--- src/rtl/privstatus_pkg.sv ---
// Shared config type, status field bit positions and the trap-context state record.
package privstatus_pkg;

   typedef struct packed {
      int unsigned XLEN;
      bit          U_SUPPORTED;
      bit          S_SUPPORTED;
      bit          H_SUPPORTED;
      logic [1:0]  M_MODE;
      logic [1:0]  S_MODE;
      logic [1:0]  U_MODE;
   } cvw_t;

   localparam cvw_t CVW_DEFAULT = '{XLEN: 64, U_SUPPORTED: 1'b1, S_SUPPORTED: 1'b1,
                                    H_SUPPORTED: 1'b1, M_MODE: 2'b11, S_MODE: 2'b01,
                                    U_MODE: 2'b00};

   localparam int MIE_BIT    = 3;
   localparam int SIE_BIT    = 1;
   localparam int MPIE_BIT   = 7;
   localparam int SPIE_BIT   = 5;
   localparam int SPP_BIT    = 8;
   localparam int MPP_LO     = 11;
   localparam int MPP_HI     = 12;
   localparam int MPRV_BIT   = 17;
   localparam int MPV64_BIT  = 39;
   localparam int MPV32H_BIT = 7;
   localparam int SPV_BIT    = 7;

   typedef struct packed {
      logic       mie;
      logic       sie;
      logic       mpie;
      logic       spie;
      logic       mprv;
      logic [1:0] mpp;
      logic       spp;
      logic       mpv;
      logic       spv;
      logic       vssie;
      logic       vsspie;
      logic       vsspp;
   } status_t;

   // MPP comes out of reset (and mret) pointing at the least-privileged mode present.
   function automatic logic [1:0] reset_mpp(cvw_t p);
      return p.U_SUPPORTED ? p.U_MODE : p.M_MODE;
   endfunction

endpackage

--- src/rtl/privstatus_flopenl.sv ---
// Enabled flop with asynchronous active-low load of a constant init value.
module privstatus_flopenl #(
   parameter int WIDTH = 1
) (
   input  logic             clk,
   input  logic             rst_n,
   input  logic             en,
   input  logic [WIDTH-1:0] d,
   input  logic [WIDTH-1:0] init,
   output logic [WIDTH-1:0] q
);

   always_ff @(posedge clk or negedge rst_n)
      if (!rst_n)  q <= init;
      else if (en) q <= d;

endmodule

--- src/rtl/privstatus.sv ---
// Trap-context fields of mstatus/sstatus/hstatus/vsstatus: saved on trap, restored on xret.
module privstatus
   import privstatus_pkg::*;
#(
   parameter cvw_t P = CVW_DEFAULT
) (
   input  logic              clk,
   input  logic              reset,
   input  logic              StallW,
   input  logic              TrapM,
   input  logic              TrapToM,
   input  logic              TrapToHS,
   input  logic              TrapToVS,
   input  logic              mretM,
   input  logic              sretM,
   input  logic [1:0]        PrivilegeModeW,
   input  logic              VirtModeW,
   input  logic              WriteMSTATUSM,
   input  logic              WriteMSTATUSHM,
   input  logic              WriteSSTATUSM,
   input  logic              WriteHSTATUSM,
   input  logic              WriteVSSTATUSM,
   input  logic [P.XLEN-1:0] CSRWriteValM,
   output logic              STATUS_MIE,
   output logic              STATUS_SIE,
   output logic              STATUS_MPIE,
   output logic              STATUS_SPIE,
   output logic              STATUS_MPRV,
   output logic [1:0]        STATUS_MPP,
   output logic              STATUS_SPP,
   output logic              MSTATUS_MPV,
   output logic              HSTATUS_SPV,
   output logic              VSSTATUS_SIE,
   output logic              VSSTATUS_SPIE,
   output logic              VSSTATUS_SPP
);

   localparam logic [1:0] MPP_RST = reset_mpp(P);
   // Keeps the select in range on RV32, where the bit is never used.
   localparam int         MPV_IDX = (P.XLEN > MPV64_BIT) ? MPV64_BIT : 0;

   status_t    cur, nxt;
   logic [1:0] wr_mpp;
   logic       en;

   assign wr_mpp = CSRWriteValM[MPP_HI:MPP_LO];
   assign en     = ~StallW;

   always_comb begin
      nxt = cur;
      if (TrapM) begin
         if (TrapToM) begin
            nxt.mpp  = PrivilegeModeW;
            nxt.mpie = cur.mie;
            nxt.mie  = 1'b0;
            nxt.mpv  = VirtModeW;
         end else if (TrapToHS) begin
            nxt.spp  = PrivilegeModeW[0];
            nxt.spie = cur.sie;
            nxt.sie  = 1'b0;
            nxt.spv  = VirtModeW;
         end else if (TrapToVS) begin
            nxt.vsspp  = PrivilegeModeW[0];
            nxt.vsspie = cur.vssie;
            nxt.vssie  = 1'b0;
         end
      end else if (mretM) begin
         nxt.mie  = cur.mpie;
         nxt.mpie = 1'b1;
         nxt.mpv  = 1'b0;
         nxt.mpp  = MPP_RST;
         if (cur.mpp != P.M_MODE) nxt.mprv = 1'b0;
      end else if (sretM) begin
         if (VirtModeW) begin
            nxt.vssie  = cur.vsspie;
            nxt.vsspie = 1'b1;
            nxt.vsspp  = 1'b0;
         end else begin
            nxt.sie  = cur.spie;
            nxt.spie = 1'b1;
            nxt.spp  = 1'b0;
            nxt.spv  = 1'b0;
            nxt.mprv = 1'b0;
         end
      end else begin
         if (WriteMSTATUSM) begin
            nxt.mie  = CSRWriteValM[MIE_BIT];
            nxt.sie  = CSRWriteValM[SIE_BIT];
            nxt.mpie = CSRWriteValM[MPIE_BIT];
            nxt.spie = CSRWriteValM[SPIE_BIT];
            nxt.spp  = CSRWriteValM[SPP_BIT];
            nxt.mprv = CSRWriteValM[MPRV_BIT];
            // Reserved encoding and absent S mode leave MPP untouched.
            if (wr_mpp != 2'b10 && !(wr_mpp == P.S_MODE && !P.S_SUPPORTED)) nxt.mpp = wr_mpp;
            if (P.XLEN == 64) nxt.mpv = CSRWriteValM[MPV_IDX];
         end
         if (WriteMSTATUSHM && P.XLEN == 32) nxt.mpv = CSRWriteValM[MPV32H_BIT];
         if (WriteSSTATUSM) begin
            nxt.sie  = CSRWriteValM[SIE_BIT];
            nxt.spie = CSRWriteValM[SPIE_BIT];
            nxt.spp  = CSRWriteValM[SPP_BIT];
         end
         if (WriteHSTATUSM) nxt.spv = CSRWriteValM[SPV_BIT];
         if (WriteVSSTATUSM) begin
            nxt.vssie  = CSRWriteValM[SIE_BIT];
            nxt.vsspie = CSRWriteValM[SPIE_BIT];
            nxt.vsspp  = CSRWriteValM[SPP_BIT];
         end
      end
      if (!P.U_SUPPORTED) begin
         nxt.mpp  = P.M_MODE;
         nxt.mprv = 1'b0;
      end
      if (!P.S_SUPPORTED) begin
         nxt.sie  = 1'b0;
         nxt.spie = 1'b0;
         nxt.spp  = 1'b0;
      end
      if (!P.H_SUPPORTED) begin
         nxt.mpv    = 1'b0;
         nxt.spv    = 1'b0;
         nxt.vssie  = 1'b0;
         nxt.vsspie = 1'b0;
         nxt.vsspp  = 1'b0;
      end
   end

   privstatus_flopenl #(1) mie_reg    (.clk, .rst_n(reset), .en, .d(nxt.mie),    .init(1'b0),    .q(cur.mie));
   privstatus_flopenl #(1) sie_reg    (.clk, .rst_n(reset), .en, .d(nxt.sie),    .init(1'b0),    .q(cur.sie));
   privstatus_flopenl #(1) mpie_reg   (.clk, .rst_n(reset), .en, .d(nxt.mpie),   .init(1'b0),    .q(cur.mpie));
   privstatus_flopenl #(1) spie_reg   (.clk, .rst_n(reset), .en, .d(nxt.spie),   .init(1'b0),    .q(cur.spie));
   privstatus_flopenl #(1) mprv_reg   (.clk, .rst_n(reset), .en, .d(nxt.mprv),   .init(1'b0),    .q(cur.mprv));
   privstatus_flopenl #(2) mpp_reg    (.clk, .rst_n(reset), .en, .d(nxt.mpp),    .init(MPP_RST), .q(cur.mpp));
   privstatus_flopenl #(1) spp_reg    (.clk, .rst_n(reset), .en, .d(nxt.spp),    .init(1'b0),    .q(cur.spp));
   privstatus_flopenl #(1) mpv_reg    (.clk, .rst_n(reset), .en, .d(nxt.mpv),    .init(1'b0),    .q(cur.mpv));
   privstatus_flopenl #(1) spv_reg    (.clk, .rst_n(reset), .en, .d(nxt.spv),    .init(1'b0),    .q(cur.spv));
   privstatus_flopenl #(1) vssie_reg  (.clk, .rst_n(reset), .en, .d(nxt.vssie),  .init(1'b0),    .q(cur.vssie));
   privstatus_flopenl #(1) vsspie_reg (.clk, .rst_n(reset), .en, .d(nxt.vsspie), .init(1'b0),    .q(cur.vsspie));
   privstatus_flopenl #(1) vsspp_reg  (.clk, .rst_n(reset), .en, .d(nxt.vsspp),  .init(1'b0),    .q(cur.vsspp));

   assign STATUS_MIE    = cur.mie;
   assign STATUS_SIE    = cur.sie;
   assign STATUS_MPIE   = cur.mpie;
   assign STATUS_SPIE   = cur.spie;
   assign STATUS_MPRV   = cur.mprv;
   assign STATUS_MPP    = cur.mpp;
   assign STATUS_SPP    = cur.spp;
   assign MSTATUS_MPV   = cur.mpv;
   assign HSTATUS_SPV   = cur.spv;
   assign VSSTATUS_SIE  = cur.vssie;
   assign VSSTATUS_SPIE = cur.vsspie;
   assign VSSTATUS_SPP  = cur.vsspp;

endmodule

--- config.mk ---
export PLATFORM = sky130hd
export DESIGN_NAME = privstatus
export DESIGN_NICKNAME = d
export VERILOG_FILES = /design/src/rtl/privstatus_pkg.sv /design/src/rtl/privstatus_flopenl.sv /design/src/rtl/privstatus.sv
export SDC_FILE = /design/constraint.sdc
export NUM_CORES = 1
export LEC_CHECK = 0
export CAP_MARGIN = 20
export CORE_ASPECT_RATIO = 1.2
export CORE_MARGIN = 2
export CORE_UTILIZATION = 26
export CTS_BUF_LIST = sky130_fd_sc_hd__clkbuf_8
export DETAILED_ROUTE_END_ITERATION = 16
export GPL_TIMING_DRIVEN = 0
export PLACE_DENSITY = 0.81
export SETUP_SLACK_MARGIN = 0.15
export SLEW_MARGIN = 20
export SYNTH_ARGS = -nofsm -noshare
export SYNTH_HDL_FRONTEND = slang
export SYNTH_SLANG_ARGS = --single-unit
--- constraint.sdc ---
create_clock -name clk -period 1.3 [get_ports clk]
set_input_delay 0.13 -clock clk [delete_from_list [all_inputs] [get_ports clk]]
set_output_delay 0.13 -clock clk [all_outputs]
set_load 0.05 [all_outputs]
==> impl_results.md <==
* Final hold slack at 0.265 ns
* Core Rows at 21
* Synth async-reset ratio at between 90% and 100%
* Total power divided by cell area at 1310 nW/um^2
* Net Switching at ~0.68 mW
* Cell count after placement at 148
* Hpwl dp at around 1700 um
* Die H at around 63 um
* Syn Area/Cell at 9.74 um^2
* Cells on worst reg2reg path at 3
* Count leader, synth: dfrtp_1
* H-Tree Depth at 1
* CTS tree: built
* XOR/XNOR Fraction of Synth Area at 0%
* Routed WL at approximately 2300 um
* Nets at between 200 and 250
* Final hold vios at 0
* CP max FO at 3
* # clock sinks at 13
* Worst R2R Start: mpp_reg.q[0]
* RSZ-0062 raised after global routing: true
* IO Count at 94
* Final min period at between 1 and 1.5 ns
* Post-synth top area cell: dfrtp_1
* Clk_lat worst skew at about 0.25 ns
* First-pass GRT wire length at 3590 um
* Largest net degree at the start of global routing at 14
* Port Buffers at 36
* Multiplexer share of the synthesized area at between 10% and 20%
* Clock buffer depth at 2
* Yosys reg bits at 13
* Yosys warnings at 0
* Post-Synth Adder-Cell Area at 0%
* Sequential Power Share at between 30 and 40%
* Antenna Cells at 0
* Crit path buf inv count at 1
* Overall power at roughly 1.7 mW
* Sw Share at between 40% and 50%
* Worst endpoint data arrival time at just over 1 ns
* Peak supply drop at 0.570 mV
* Max Slew Vio Count at 0
* WS Path Type: register to output pin
* Remaining antenna violation count at 0
* Fraction of layout cells with a size suffix above 1 at roughly two fifths
* Worst hold path type: input port to asynchronous set/reset pin
* Post-route clock skew at between 0.0002 and 0.0003 ns
* Worst R2R End: mprv_reg.q
* Compound-Gate Fraction of Synth Area at approximately a quarter
* Routability cong. at about 0.77
* Core region area at 2790 um^2
* Clock power share at 21.4%
* Worst reg2reg setup slack at roughly 0.20 ns
* Max_slew headroom at 59.8%
* Full die area at ~3400 um^2
* Top Family by Delay on Critical Path: flip-flops
* DR pass1 iterations at 4
* CP Launch Type: register
* Post-synth top flop: dfrtp_1
* Main combinational cell family by area after synthesis: compound AO/OA/AOI/OAI gates
* Clk root buf: clkbuf_8
* Syn Nets at 159
* Max-cap violations at 0
* Setup violations, final at 0
* Int Pwr at 0.973 mW
* Initial antenna violation count at 0
* Leak pwr at around 0.54 nW
* Share of the synthesized area in the top cell type at 42.8%
* Worst-path clk slew at roughly 0.060 ns
* Post-synth EDFFs at 0
* Final std cells w/o fill at roughly 160
* Critical Path RT at approximately 1.2 ns
* Vias at 771
* Cells after Synth at between 70 and 80
* Crit-path slowest cell: dfrtp_2
* Starting Density at between 20% and 30%
* Die W at around 53 um
* Synth Area in Simple Gates at 13.8%
* Total grt overflow at 0
* Final instance area at between 1000 and 1500 um^2
* Endpoint type of the worst setup path: output pin
* Worst Max-Slew Pin Slew at 0.601 ns
* Top post-synthesis cells by count: dfrtp_1, nand2_1, a21oi_1
* Sequential fraction of the synthesis area at between 40% and 50%
* Distinct cells, synth at 29
* Final period util at around 88%
* Outcome: complete, no violations
* Total GRT Usage at between 10 and 15%
* DRC viols at 0
* Area Growth Syn to Fin at 67.1%
* DP Area at 1170 um^2
* Via density at 4.97
* Vias in the first global route at 834
* Combinational share of power at a little under half
* DR WL/cell at 14.8 um
* Synth top area cells: dfrtp_1, mux2_2, nand2_1
* Post-synthesis cell area at between 700 and 800 um^2
* CP Cell Sequence: clkdlybuf4s15_2
* Iteration-0 DRC Markers at 15
* Number of CTS-inserted buffers at 3
* Fmax at ~900 MHz
* Crit path largest cell delay at about 0.39 ns
## registers in the layout, indices dropped and copies added, names as in the netlist
name / cells
sie_reg.q: 1
vssie_reg.q: 1
mpp_reg.q: 2
spp_reg.q: 1
mie_reg.q: 1
vsspie_reg.q: 1
mpv_reg.q: 1
mpie_reg.q: 1
vsspp_reg.q: 1
spie_reg.q: 1
mprv_reg.q: 1
spv_reg.q: 1
## worst max-delay path by stage
stage | slack, ns | from | end | cells past startpoint
2_1_floorplan | 0.04 | sretM | mpp_reg.q[1] | 6
3_3_place_gp | -0.60 | TrapM | vssie_reg.q | 5
3_5_place_dp | -0.61 | TrapM | vsspie_reg.q | 5
4_1_cts | 0.15 | mpp_reg.q[0] | mprv_reg.q | 3
5_1_grt | 0.14 | WriteSSTATUSM | spie_reg.q | 4
6_report | 0.16 | mpp_reg.q[0] | STATUS_MPP[0] | 1
## layer usage
metal	part of all wire [%]	GRT usage, %	vias to the layer above	routed length (um)
li1	-	-	371	-
met1	42	17.1	364	975
met2	46	22.7	31	1060
met3	9.1	3.55	5	208
met4	2.3	8.65	0	53
met5	0	0	-	0
## cell usage in the layout, fill, tap and decap left out, types with 3 or more instances in the layout
| cell | count |
|---|---|
| inv_1 | 7 |
| clkdlybuf4s50_1 | 14 |
| dlygate4sd2_1 | 4 |
| buf_4 | 3 |
| buf_2 | 6 |
| o31ai_1 | 3 |
| nand2_1 | 10 |
| o21ai_0 | 4 |
| clkdlybuf4s15_2 | 10 |
| mux2_2 | 5 |
| clkbuf_8 | 3 |
| a21oi_1 | 5 |
| dfrtp_1 | 11 |
## cell type report
class | instances | area (um^2)
clock buffers | 3 | 41.3
fillers | 297 | 1520
repair buffers | 39 | 355
flip-flops and latches | 13 | 328
well taps | 34 | 42.5
multi-input cells | 55 | 433
inverters | 6 | 22.5
clock inverters | 1 | 3.75
plain buffers | 4 | 42.5
## power by group through the flow
stage | Sequential (mW) | Clock [mW] | Combinational [mW]
finish | 0.554 | 0.354 | 0.748
global route | 0.565 | 0.376 | 0.783
CTS | 0.554 | 0.365 | 0.765
detailed placement | 0.558 | 0 | 0.766
global placement | 0.557 | 0 | 0.753
floorplan | 0.849 | 0 | 0.169
## what timing repair did
item,CTS,global route
endpoints found under the setup margin,26,12
hold buffers,0,0
buffers inserted,3,0
pin swaps,5,2
gates resized for setup,66,15
## per-stage QoR
stage,setup WS [ns],setup TNS (ns),util (%)
final,0.156,0,45.6
after global routing,0.137,0,45.6
after detailed placement,-0.611,-6.02,42.1
after global placement,-0.601,-5.90,42.1
after CTS,0.153,0,46.5
after floorplan,0.0422,0,-
## kinds of logic after synthesis
logic type,count (synthesis)
multiplexers,7
flip-flops,13
AND/OR/NAND/NOR,20
AO/OA/AOI/OAI,28
buffers and inverters,10
No activity file was read; power rests on OpenSTA's default activity.
